[src/rtl/pst_if_pkg.sv]
// Shared fetch-stage types and constants: FSM encoding, NOP word, fetch entry.
// Latency: n/a (declarations only).
// Backpressure: n/a.
package pst_if_pkg;

  localparam int IF_ST_BIT = 1;

  typedef enum logic [IF_ST_BIT-1:0] {
    IF_ST_RUN  = 1'b0,
    IF_ST_HALT = 1'b1
  } if_st_e;

  localparam logic [31:0] INST_NOP      = 32'h0000_0000;
  localparam logic [31:0] PC_RESET_DFLT = 32'h0000_0000;

  // One fetched instruction together with the address it came from.
  typedef struct packed {
    logic [31:0] inst;
    logic [31:0] pc;
  } if_ent_t;

endpackage

[src/rtl/pst_if_if.sv]
// Fetch-to-Decode instruction bus: instruction, its pc, pc+4, valid, stall.
// Latency: n/a (wires only).
// Backpressure: Decode raises stall; Fetch holds inst/pc/pc_4/inst_valid.
interface pst_if_if;
  logic [31:0] inst;
  logic [31:0] pc;
  logic [31:0] pc_4;
  logic        inst_valid;
  logic        stall;

  modport master (output inst, output pc, output pc_4, output inst_valid, input stall);
  modport slave  (input inst, input pc, input pc_4, input inst_valid, output stall);
endinterface

[src/rtl/pst_if_skid_buf.sv]
// One-entry {inst, pc} holding register catching a ROM read the output cannot take.
// Latency: 1 cycle from load to vld.
// Backpressure: none internally; load has priority over clr in the same cycle.
module if_skid_buf
  import pst_if_pkg::*;
(
  input  logic    clk,
  input  logic    rst_n,
  input  logic    load,
  input  logic    clr,
  input  if_ent_t din,
  output logic    vld,
  output if_ent_t dout
);

  // Load captures a new entry; clear drops the entry once it has moved out.
  always_ff @(posedge clk or negedge rst_n) begin
    if (!rst_n) begin
      vld  <= 1'b0;
      dout <= '0;
    end else if (load) begin
      vld  <= 1'b1;
      dout <= din;
    end else if (clr) begin
      vld  <= 1'b0;
      dout <= '0;
    end
  end

endmodule

[src/rtl/pst_if.sv]
// Instruction fetch: PC, sync-ROM issue, output register + 1-entry skid to Decode.
// Latency: ROM read arrives 1 cycle after im_en; first inst_valid at the 2nd enabled edge.
// Backpressure: issue only while output+skid+inflight has room, so a stall never drops a read.
module pst_if
  import pst_if_pkg::*;
#(
  parameter logic [31:0] PC_RESET = PC_RESET_DFLT,
  parameter int          IM_AW    = 10
) (
  input  logic             clk,
  input  logic             rst_n,
  input  logic             en,
  input  logic             redirect,
  input  logic [31:0]      redirect_pc,
  input  logic             halt,
  output logic             im_en,
  output logic [IM_AW-1:0] im_addr,
  input  logic [31:0]      im_data,
  pst_if_if.master         dec
);

  if_st_e      state_q, state_d;
  logic [31:0] pc_fetch;
  logic [31:0] issue_pc;
  logic        inflight;

  logic        out_vld;
  if_ent_t     out_q;
  logic [31:0] out_pc4;

  logic        skid_vld;
  if_ent_t     skid_q;
  logic        skid_load;
  logic        skid_clr;

  logic        run;
  logic        flush;
  logic        consume;
  logic        out_free;
  logic [1:0]  cnt;
  if_ent_t     arr;
  logic [31:0] tgt_pc;

  assign run      = (state_q == IF_ST_RUN);
  assign consume  = out_vld & ~dec.stall;
  assign out_free = ~out_vld | consume;
  assign cnt      = {1'b0, out_vld} + {1'b0, skid_vld} + {1'b0, inflight};
  assign flush    = en & (halt | (run & redirect));
  assign arr      = '{inst: im_data, pc: issue_pc};
  assign tgt_pc   = redirect_pc & ~32'h3;
  assign im_addr  = pc_fetch[IM_AW+1:2];

  // Next state and issue strobe; halt is sticky until reset.
  always_comb begin
    state_d = state_q;
    im_en   = 1'b0;
    if (en && halt) state_d = IF_ST_HALT;
    if (en && run && !redirect && !halt && ((cnt - {1'b0, consume}) < 2'd2)) im_en = 1'b1;
  end

  // FSM state register.
  always_ff @(posedge clk or negedge rst_n) begin
    if (!rst_n) state_q <= IF_ST_RUN;
    else if (en) state_q <= state_d;
  end

  // Fetch PC, address of the read in flight, and the in-flight flag.
  always_ff @(posedge clk or negedge rst_n) begin
    if (!rst_n) begin
      pc_fetch <= PC_RESET;
      issue_pc <= PC_RESET;
      inflight <= 1'b0;
    end else if (en) begin
      inflight <= im_en;
      if (run && redirect && !halt) begin
        pc_fetch <= tgt_pc;
      end else if (im_en) begin
        pc_fetch <= pc_fetch + 32'd4;
        issue_pc <= pc_fetch;
      end
    end
  end

  // Arrivals go to the skid when the output is busy or older data already waits there.
  assign skid_load = en & ~flush & inflight & (~out_free | skid_vld);
  assign skid_clr  = en & (flush | (out_free & skid_vld));

  if_skid_buf u_skid (
    .clk   (clk),
    .rst_n (rst_n),
    .load  (skid_load),
    .clr   (skid_clr),
    .din   (arr),
    .vld   (skid_vld),
    .dout  (skid_q)
  );

  // Output register always holds the oldest instruction: skid first, then arrival, else bubble.
  always_ff @(posedge clk or negedge rst_n) begin
    if (!rst_n) begin
      out_vld <= 1'b0;
      out_q   <= '{inst: INST_NOP, pc: 32'h0};
      out_pc4 <= 32'h0;
    end else if (en) begin
      if (flush) begin
        out_vld <= 1'b0;
        out_q   <= '{inst: INST_NOP, pc: 32'h0};
        out_pc4 <= 32'h0;
      end else if (out_free) begin
        if (skid_vld) begin
          out_vld <= 1'b1;
          out_q   <= skid_q;
          out_pc4 <= skid_q.pc + 32'd4;
        end else if (inflight) begin
          out_vld <= 1'b1;
          out_q   <= arr;
          out_pc4 <= arr.pc + 32'd4;
        end else begin
          out_vld <= 1'b0;
          out_q   <= '{inst: INST_NOP, pc: 32'h0};
          out_pc4 <= 32'h0;
        end
      end
    end
  end

  assign dec.inst       = out_q.inst;
  assign dec.pc         = out_q.pc;
  assign dec.pc_4       = out_pc4;
  assign dec.inst_valid = out_vld;

endmodule

[src/flat_wrapper.sv]
// flat-port wrapper written by rule: the top's interface ports become plain ports
module pst_if_flat import pst_if_pkg::*;
#(
  parameter logic [31:0] PC_RESET = PC_RESET_DFLT,
  parameter int          IM_AW    = 10
)
  (clk, rst_n, en, redirect, redirect_pc, halt, im_en, im_addr, im_data, dec_inst, dec_pc, dec_pc_4, dec_inst_valid, dec_stall);
  pst_if_if dec_i ();
  input  logic clk;
  input  logic rst_n;
  input  logic en;
  input  logic redirect;
  input  logic [31:0] redirect_pc;
  input  logic halt;
  output logic im_en;
  output logic [IM_AW-1:0] im_addr;
  input  logic [31:0] im_data;
  output wire logic [$bits(dec_i.inst)-1:0] dec_inst;
  output wire logic [$bits(dec_i.pc)-1:0] dec_pc;
  output wire logic [$bits(dec_i.pc_4)-1:0] dec_pc_4;
  output wire logic [$bits(dec_i.inst_valid)-1:0] dec_inst_valid;
  input wire logic [$bits(dec_i.stall)-1:0] dec_stall;
  assign dec_inst = dec_i.inst;
  assign dec_pc = dec_i.pc;
  assign dec_pc_4 = dec_i.pc_4;
  assign dec_inst_valid = dec_i.inst_valid;
  assign dec_i.stall = dec_stall;
  pst_if #(.PC_RESET(PC_RESET), .IM_AW(IM_AW)) u_core (.clk(clk), .rst_n(rst_n), .en(en), .redirect(redirect), .redirect_pc(redirect_pc), .halt(halt), .im_en(im_en), .im_addr(im_addr), .im_data(im_data), .dec(dec_i));
endmodule
[config.mk]
export PLATFORM = sky130hd
export DESIGN_NAME = pst_if_flat
export DESIGN_NICKNAME = d
export VERILOG_FILES = /design/src/rtl/pst_if_pkg.sv /design/src/rtl/pst_if_if.sv /design/src/rtl/pst_if_skid_buf.sv /design/src/rtl/pst_if.sv /design/src/flat_wrapper.sv
export SDC_FILE = /design/constraint.sdc
export NUM_CORES = 1
export LEC_CHECK = 0
export ABC_AREA = 1
export CELL_PAD_IN_SITES_DETAIL_PLACEMENT = 1
export CELL_PAD_IN_SITES_GLOBAL_PLACEMENT = 2
export CORE_ASPECT_RATIO = 0.75
export CORE_MARGIN = 5
export CORE_UTILIZATION = 28
export DETAILED_ROUTE_END_ITERATION = 8
export PLACE_DENSITY_LB_ADDON = 0.1
export SYNTH_ARGS = -nofsm -noshare
export SYNTH_HDL_FRONTEND = slang
export SYNTH_SLANG_ARGS = --single-unit
[constraint.sdc]
create_clock -name clk -period 2.6 [get_ports clk]
set_input_delay 0.52 -clock clk [delete_from_list [all_inputs] [get_ports clk]]
set_output_delay 0.52 -clock clk [all_outputs]
set_load 0.02 [all_outputs]
==> metrics.md, run 1 <==
| Metric | Value |
|---|---|
| Final hold vios | `0` |
| Post-synthesis cell type with the largest combined area | `dfrtp_1` |
| CP max stage delay | `390 ps` |
| Initial core utilization | `28.2%` |
| Via/cell ratio | `4.86` |
| Area of the multi-input gates | `5440 um2` |
| Synthesized instance count | `1675` |
| Switching share of power | `25.6%` |
| Fin. max-slew vios | `0` |
| CTS H-tree depth | `1` |
| Path type of the worst setup path | `reg2out` |
| CP Cell Sequence | `inv_2 -> nor2_4 -> ha_4 -> inv_4 -> ha_4 -> a21o_1 -> or2_1 -> nand3_4 -> inv_2 -> buf_6` |
| Worst Setup End Kind | `output port` |
| First-pass GRT wire length | `76.1 mm` |
| Kind of cell adding the most delay to the critical path | `adder cells` |
| Grt total ovfl | `0` |
| GPL Wtd Cong | `0.871` |
| Violated checks | `negative setup slack` |
| Critical Path Start Type | `flip-flop` |
| Maximum vdd ir drop | `468 uV` |
| Detail Route Antenna Nets | `0` |
| Final setup fails | `1` |
| Number of flops mapped to enable cells by yosys | `0` |
| Synth top area share | `44.8%` |
| Seq cells post-synth | `218` |
| Max_slew headroom | `56.3%` |
| Post-Layout Cell Count | `2449` |
| CTS Buf Count | `27` |
| Inserted Diodes | `0` |
| Main flop type after synthesis | `dfrtp_1` |
| Cell count along the critical path | `10` |
| Layout area overhead | `28.5%` |
| Setup WS post-layout | `-141 ps` |
| Internal reg-to-reg setup slack | `10 ps` |
| TritonCTS clock tree | `built` |
| Final wirelength | `49.0 mm` |
| # fillers | `5241` |
| CTS sink count | `218` |
| Net count, final | `1926` |
| Die area | `47800 um2` |
| Internal power | `5.84 mW` |
| Max-capacitance violation count | `0` |
| Min-delay worst type | `in2async` |
| Sequential group share of total power | `44.7%` |
| Vias in the first global route | `12223` |
| Critical Path AT | `2220 ps` |
| Worst endpoint required time | `2080 ps` |
| Worst path bufs/invs | `4` |
| Synthesized area per cell | `7.26 um2` |
| Dpl hpwl | `36.3 mm` |
| DR WL/cell | `20.0 um` |
| Initial antenna violation count | `0` |
| Clock Tree Buf Depth | `3` |
| Status | `finished, violations left` |
| Clock root cell | `clkbuf_16` |
| Yosys cell types | `45` |
| Power share of the combinational group | `7.2%` |
| Max Clk Rate | `365 MHz` |
| # IOs | `178` |
| Final Critical Period | `2740 ps` |
| Row cnt | `66` |
| Inst Count DP | `2397` |
| First-pass DRT Iterations | `5` |
| Leak | `7.00 nW` |
| Clock share of power | `48.1%` |
| Synthesized area | `12200 um2` |
| Share of layout cells above drive strength 1 | `8.02%` |
| PD cells | `502 nW/um2` |
| Die Y | `191 um` |
| Psw | `2.01 mW` |
| Synth warn | `0` |
| Pin count of the biggest net entering global routing | `80` |
| Synth async-reset ratio | `100%` |
| Seq/Total Area, Yosys | `44.8%` |
| Total GRT Usage | `20.1%` |
| Reg2reg path depth | `13` |
| Vias post-DR | `11910` |
| Fin area | `15600 um2` |
| Placement Cell Area | `14700 um2` |
| Pre-CTS setup slack | `-678 ps` |
| Setup repair after global routing missed its margin | `true` |
| Core area | `43200 um2` |
| Post-Route Skew | `23.1 ps` |
| DRC violations left | `0` |
| Initial DRC count | `836` |
| Worst Tran Pin Value | `653 ps` |
| Number of I/O port buffers | `171` |
| Clock-pin slew on the worst setup and hold paths | `60 ps` |
| DIE WIDTH | `251 um` |
| Clk Latency, worst-skew pair | `570 ps` |
| Synth top area cells | `dfrtp_1, nand2_1, inv_1` |
| Fin util | `36.2%` |
| Crit path max fanout | `2` |
| Final Cycle Share | `105%` |
| Seq. cell area | `5460 um2` |
| Setup TNS Final | `-141 ps` |
| CP max-delay cell | `dfrtp_1` |
-- logic make-up after synthesis --
kind of cell / Yosys count / synth area share [%]
other: 1 / 0.0308
buffers and inverters: 306 / 10.9
xor gates and xnor gates: 11 / 0.792
muxes: 1 / 0.0823
and+or+nand+nor: 824 / 28.1
AOI/OAI and AO/OA: 309 / 14.8
DFF: 218 / 44.8
adders and majority gates: 5 / 0.514
-- cell usage after synthesis (6+ instances only) --
cell and number:
buf_2 27, a22oi_1 37, buf_6 10, nor2_1 143, clkbuf_1 29, nand2_1 500
inv_2 6, buf_1 6, o21ai_0 120, xor2_1 11, nor2_2 9, dfrtp_1 218
nand3_1 126, o22ai_1 63, inv_1 208, a21oi_1 37, buf_4 16, nor3_1 16
o21ai_1 30, nand4_1 10, or2_2 8
-- layer usage --
metal,track usage [%],share of wire [%],vias to the layer above
met5,0,0,-
met4,2.62,1.2,0
met3,2.71,4.2,32
met2,31.0,43,244
met1,31.0,52,5872
li1,-,-,5762
-- power groups by stage --
stage	sequential, mW	combinational [mW]	clock [mW]
floorplan	3.56	0.221	0
global placement	3.57	0.566	0
detailed placement	3.57	0.571	0
CTS	3.51	0.575	3.91
global route	3.52	0.622	4.04
finish	3.51	0.561	3.77
-- cell type report --
cell class              instances  share of cell area (%)
clock buffers                  38                    4.97
clock inverters                11                   0.624
multi-input cells            1154                    34.8
inverters                     217                    5.27
well taps                     578                    4.63
repair buffers                233                    14.8
flip-flops and latches        218                    34.9
-- registers in the layout, summed over array words and instances (netlist names) --
| signal | count |
|---|---|
| u_core.dec.pc | 30 |
| u_core.dec.inst | 32 |
| u_core.u_skid.dout | 62 |
| u_core.state_q | 1 |
| u_core.inflight | 1 |
| u_core.u_skid.vld | 1 |
| u_core.pc_fetch | 30 |
| u_core.dec.pc_4 | 30 |
| u_core.dec.inst_valid | 1 |
| u_core.issue_pc | 30 |
-- final timing paths --
check	startpoint	end
min	rst_n	u_core.dec.inst[13]
max reg2reg	u_core.dec.inst_valid	u_core.pc_fetch[27]
max	u_core.dec.inst_valid	im_en
max in group asynchronous	rst_n	u_core.dec.pc_4[31]
min in group clk	u_core.dec.pc_4[16]	u_core.dec.pc_4[16]
min reg2reg	u_core.dec.pc_4[16]	u_core.dec.pc_4[16]
-- what timing repair did --
item                       4_1_cts  5_1_grt
hold endpoints to repair        37        0
gates resized for setup         14        1
pin swaps                        6        5
hold buffers                     1        0
setup endpoints to repair       10       36
setup buffers                    2        0
-- cell usage in the layout (no fill, tap or decap), types with 16 or more instances in the layout --
| cell | count |
|---|---|
| dfrtp_1 | 217 |
| inv_1 | 205 |
| o21ai_1 | 30 |
| buf_4 | 51 |
| a22oi_1 | 37 |
| nand3_1 | 126 |
| o21ai_0 | 120 |
| nand2_1 | 500 |
| clkbuf_16 | 27 |
| nor3_1 | 16 |
| o22ai_1 | 63 |
| a21oi_1 | 37 |
| clkdlybuf4s50_1 | 168 |
| nor2_1 | 142 |
-- stage by stage --
step / total power, mW / hold slack (ps)
global route: 8.18 / 471
global placement: 4.14 / 455
CTS: 8.00 / 445
detailed placement: 4.14 / 457
floorplan: 3.78 / 224
finish: 7.84 / 456
Power figures use the tool's default switching activity.
==> run 2: changes to the inputs <==
Settings changed: CAP_MARGIN set to 20, CTS_CLUSTER_SIZE set to 14, PLACE_DENSITY set to 0.74, PLACE_DENSITY_LB_ADDON 0.1 to unset.
==> run 2 against run 1 <==
Largest power group unchanged. Global-route usage decreased by 0.86 points. Non-clock buffer count shrank 9. Highest routed layer unchanged. Final cell count decreased by 0.37%. Critical path depth unchanged. Design area shrank 0.22%. Register-to-register slack better by 150 ps. Power about the same. Hold slack gained 24 ps. The run still ends with negative setup slack left. Routed wire length decreased by 4.3%. Maximum frequency grew 0.47%. Clock power hardly changed.
==> metrics.md, run 2 (synthesized netlist as in run 1, its figures left out) <==
| Metric | Value |
|---|---|
| Status | `finished, violations left` |
| Violated checks | `negative setup slack` |
| Via/cell ratio | `4.88` |
| Sequential group share of total power | `44.7%` |
| Min-delay worst type | `reg2reg` |
| Number of I/O port buffers | `171` |
| Inserted Diodes | `0` |
| CTS sink count | `218` |
| Crit path max fanout | `2` |
| Commonest non-fill, non-tap cell in the layout | `nand2_1` |
| First-pass GRT wire length | `73.9 mm` |
| Final hold vios | `0` |
| Internal power | `5.92 mW` |
| Worst endpoint required time | `2080 ps` |
| PD cells | `503 nW/um2` |
| Path type of the worst setup path | `reg2out` |
| DRC violations left | `0` |
| First-pass DRT Iterations | `5` |
| Largest Register | `u_core.u_skid.dout` |
| CTS H-tree depth | `1` |
| Final Critical Period | `2730 ps` |
| Die Y | `191 um` |
| Setup WS post-layout | `-129 ps` |
| DIE WIDTH | `251 um` |
| Total GRT Usage | `19.3%` |
| Vias post-DR | `11912` |
| Grt total ovfl | `0` |
| Clk Latency, worst-skew pair | `550 ps` |
| Critical Path Start Type | `flip-flop` |
| DR WL/cell | `19.2 um` |
| Worst Setup End Kind | `output port` |
| Worst hold slack | `480 ps` |
| # IOs | `178` |
| Largest register FFs | `62` |
| Max Clk Rate | `367 MHz` |
| GPL Wtd Cong | `0.843` |
| Commonest non-fill, non-tap cells in the layout | `nand2_1, dfrtp_1, inv_1, clkdlybuf4s50_1, nor2_1` |
| Maximum vdd ir drop | `404 uV` |
| Final wirelength | `46.9 mm` |
| Vias in the first global route | `12295` |
| Row cnt | `66` |
| Max_slew headroom | `42.8%` |
| Worst r2r src | `u_core.dec.inst_valid` |
| Share of layout cells above drive strength 1 | `7.41%` |
| Internal reg-to-reg setup slack | `160 ps` |
| Initial core utilization | `28.2%` |
| Switching share of power | `24.6%` |
| Final setup fails | `1` |
| Power share of the combinational group | `7.1%` |
| Critical Path AT | `2210 ps` |
| Fin. max-slew vios | `0` |
| Initial antenna violation count | `0` |
| TritonCTS clock tree | `built` |
| Die area | `47800 um2` |
| Layout area overhead | `28.2%` |
| Clock share of power | `48.2%` |
| Core area | `43200 um2` |
| Psw | `1.93 mW` |
| Pin count of the biggest net entering global routing | `76` |
| CTS Buf Count | `27` |
| Post-Route Skew | `15.9 ps` |
| Clock root cell | `clkbuf_16` |
| Dpl hpwl | `35.0 mm` |
| Setup repair after global routing missed its margin | `true` |
| Inst Count DP | `2386` |
| Max-capacitance violation count | `0` |
| Clock-pin slew on the worst setup and hold paths | `60 ps` |
| Pre-CTS setup slack | `-649 ps` |
| Leak | `6.96 nW` |
| Worst Tran Pin Value | `847 ps` |
| Clock Tree Buf Depth | `3` |
| Hold Crit Depth | `2` |
| Post-Layout Cell Count | `2440` |
| Reg2reg path depth | `13` |
| Initial DRC count | `663` |
| Hold Path End | `u_core.dec.pc_4[6]` |
| Worst reg2reg endpoint | `u_core.pc_fetch[31]` |
| Worst hold start | `u_core.dec.pc_4[6]` |
| Final Cycle Share | `105%` |
| Net count, final | `1917` |
| Detail Route Antenna Nets | `0` |
run 2: layer usage:
layer	part of all wire [%]	vias up	track usage, %	wire [um]
met5	0	-	0	0
met4	1.4	0	2.54	635
met1	50	5895	28.5	23300
met2	45	238	30.9	20900
li1	-	5740	-	-
met3	4.2	39	2.82	1950
run 2: per-stage QoR:
stage          cell area (um2)  TNS (ps)  power [mW]  utilization (%)
5_1_grt                  15600      -233        8.18             36.1
6_report                 15600      -129        7.85             36.1
2_1_floorplan            12200         0        3.78                -
3_3_place_gp             14600    -21230        4.13             33.9
3_5_place_dp             14600    -22260        4.13             33.9
4_1_cts                  15500      -234        7.98             36.0
run 2: final cells by class:
type                       instances  area, um2
timing repair buffer             224       2280
fill                            5246      27600
clock inverter                     8       98.8
clock buffer                      41        778
sequential                       218       5460
tap                              578        723
multi-input combinational       1154       5440
inverter                         217        822
run 2: how the worst max path moves through the flow:
| stage | slack, ps | end | start |
|---|---|---|---|
| finish | -130 | im_en | u_core.dec.inst_valid |
| global route | -230 | im_en | u_core.dec.inst_valid |
| CTS | -230 | im_en | u_core.dec.inst_valid |
| detailed placement | -650 | im_en | dec_stall |
| global placement | -670 | im_en | dec_stall |
| floorplan | 50 | im_en | u_core.inflight |
run 2: critical path, cell delays in order, from the launching register on:
cell	delay, ps
dfrtp_1	390
inv_2	70
nor2_2	40
ha_4	260
inv_2	30
ha_4	200
a21o_1	190
or2_1	240
nand3_4	90
inv_2	40
buf_6	120
run 2: repair_timing:
item / in CTS / in global routing
endpoints found under the setup margin: 1 / 27
hold endpoints to repair: 30 / 0
resized for setup: 8 / 8
pin swaps: 3 / 3
hold buffers: 1 / 0
setup buffers: 2 / 3
gates cloned: 0 / 0
run 2: power groups by stage:
stage          clock network (mW)  registers (mW)  logic [mW]
2_1_floorplan                   0            3.56       0.221
3_3_place_gp                    0            3.57       0.559
3_5_place_dp                    0            3.57       0.567
4_1_cts                      3.90            3.51       0.571
5_1_grt                      4.05            3.51       0.622
6_report                     3.78            3.51       0.560
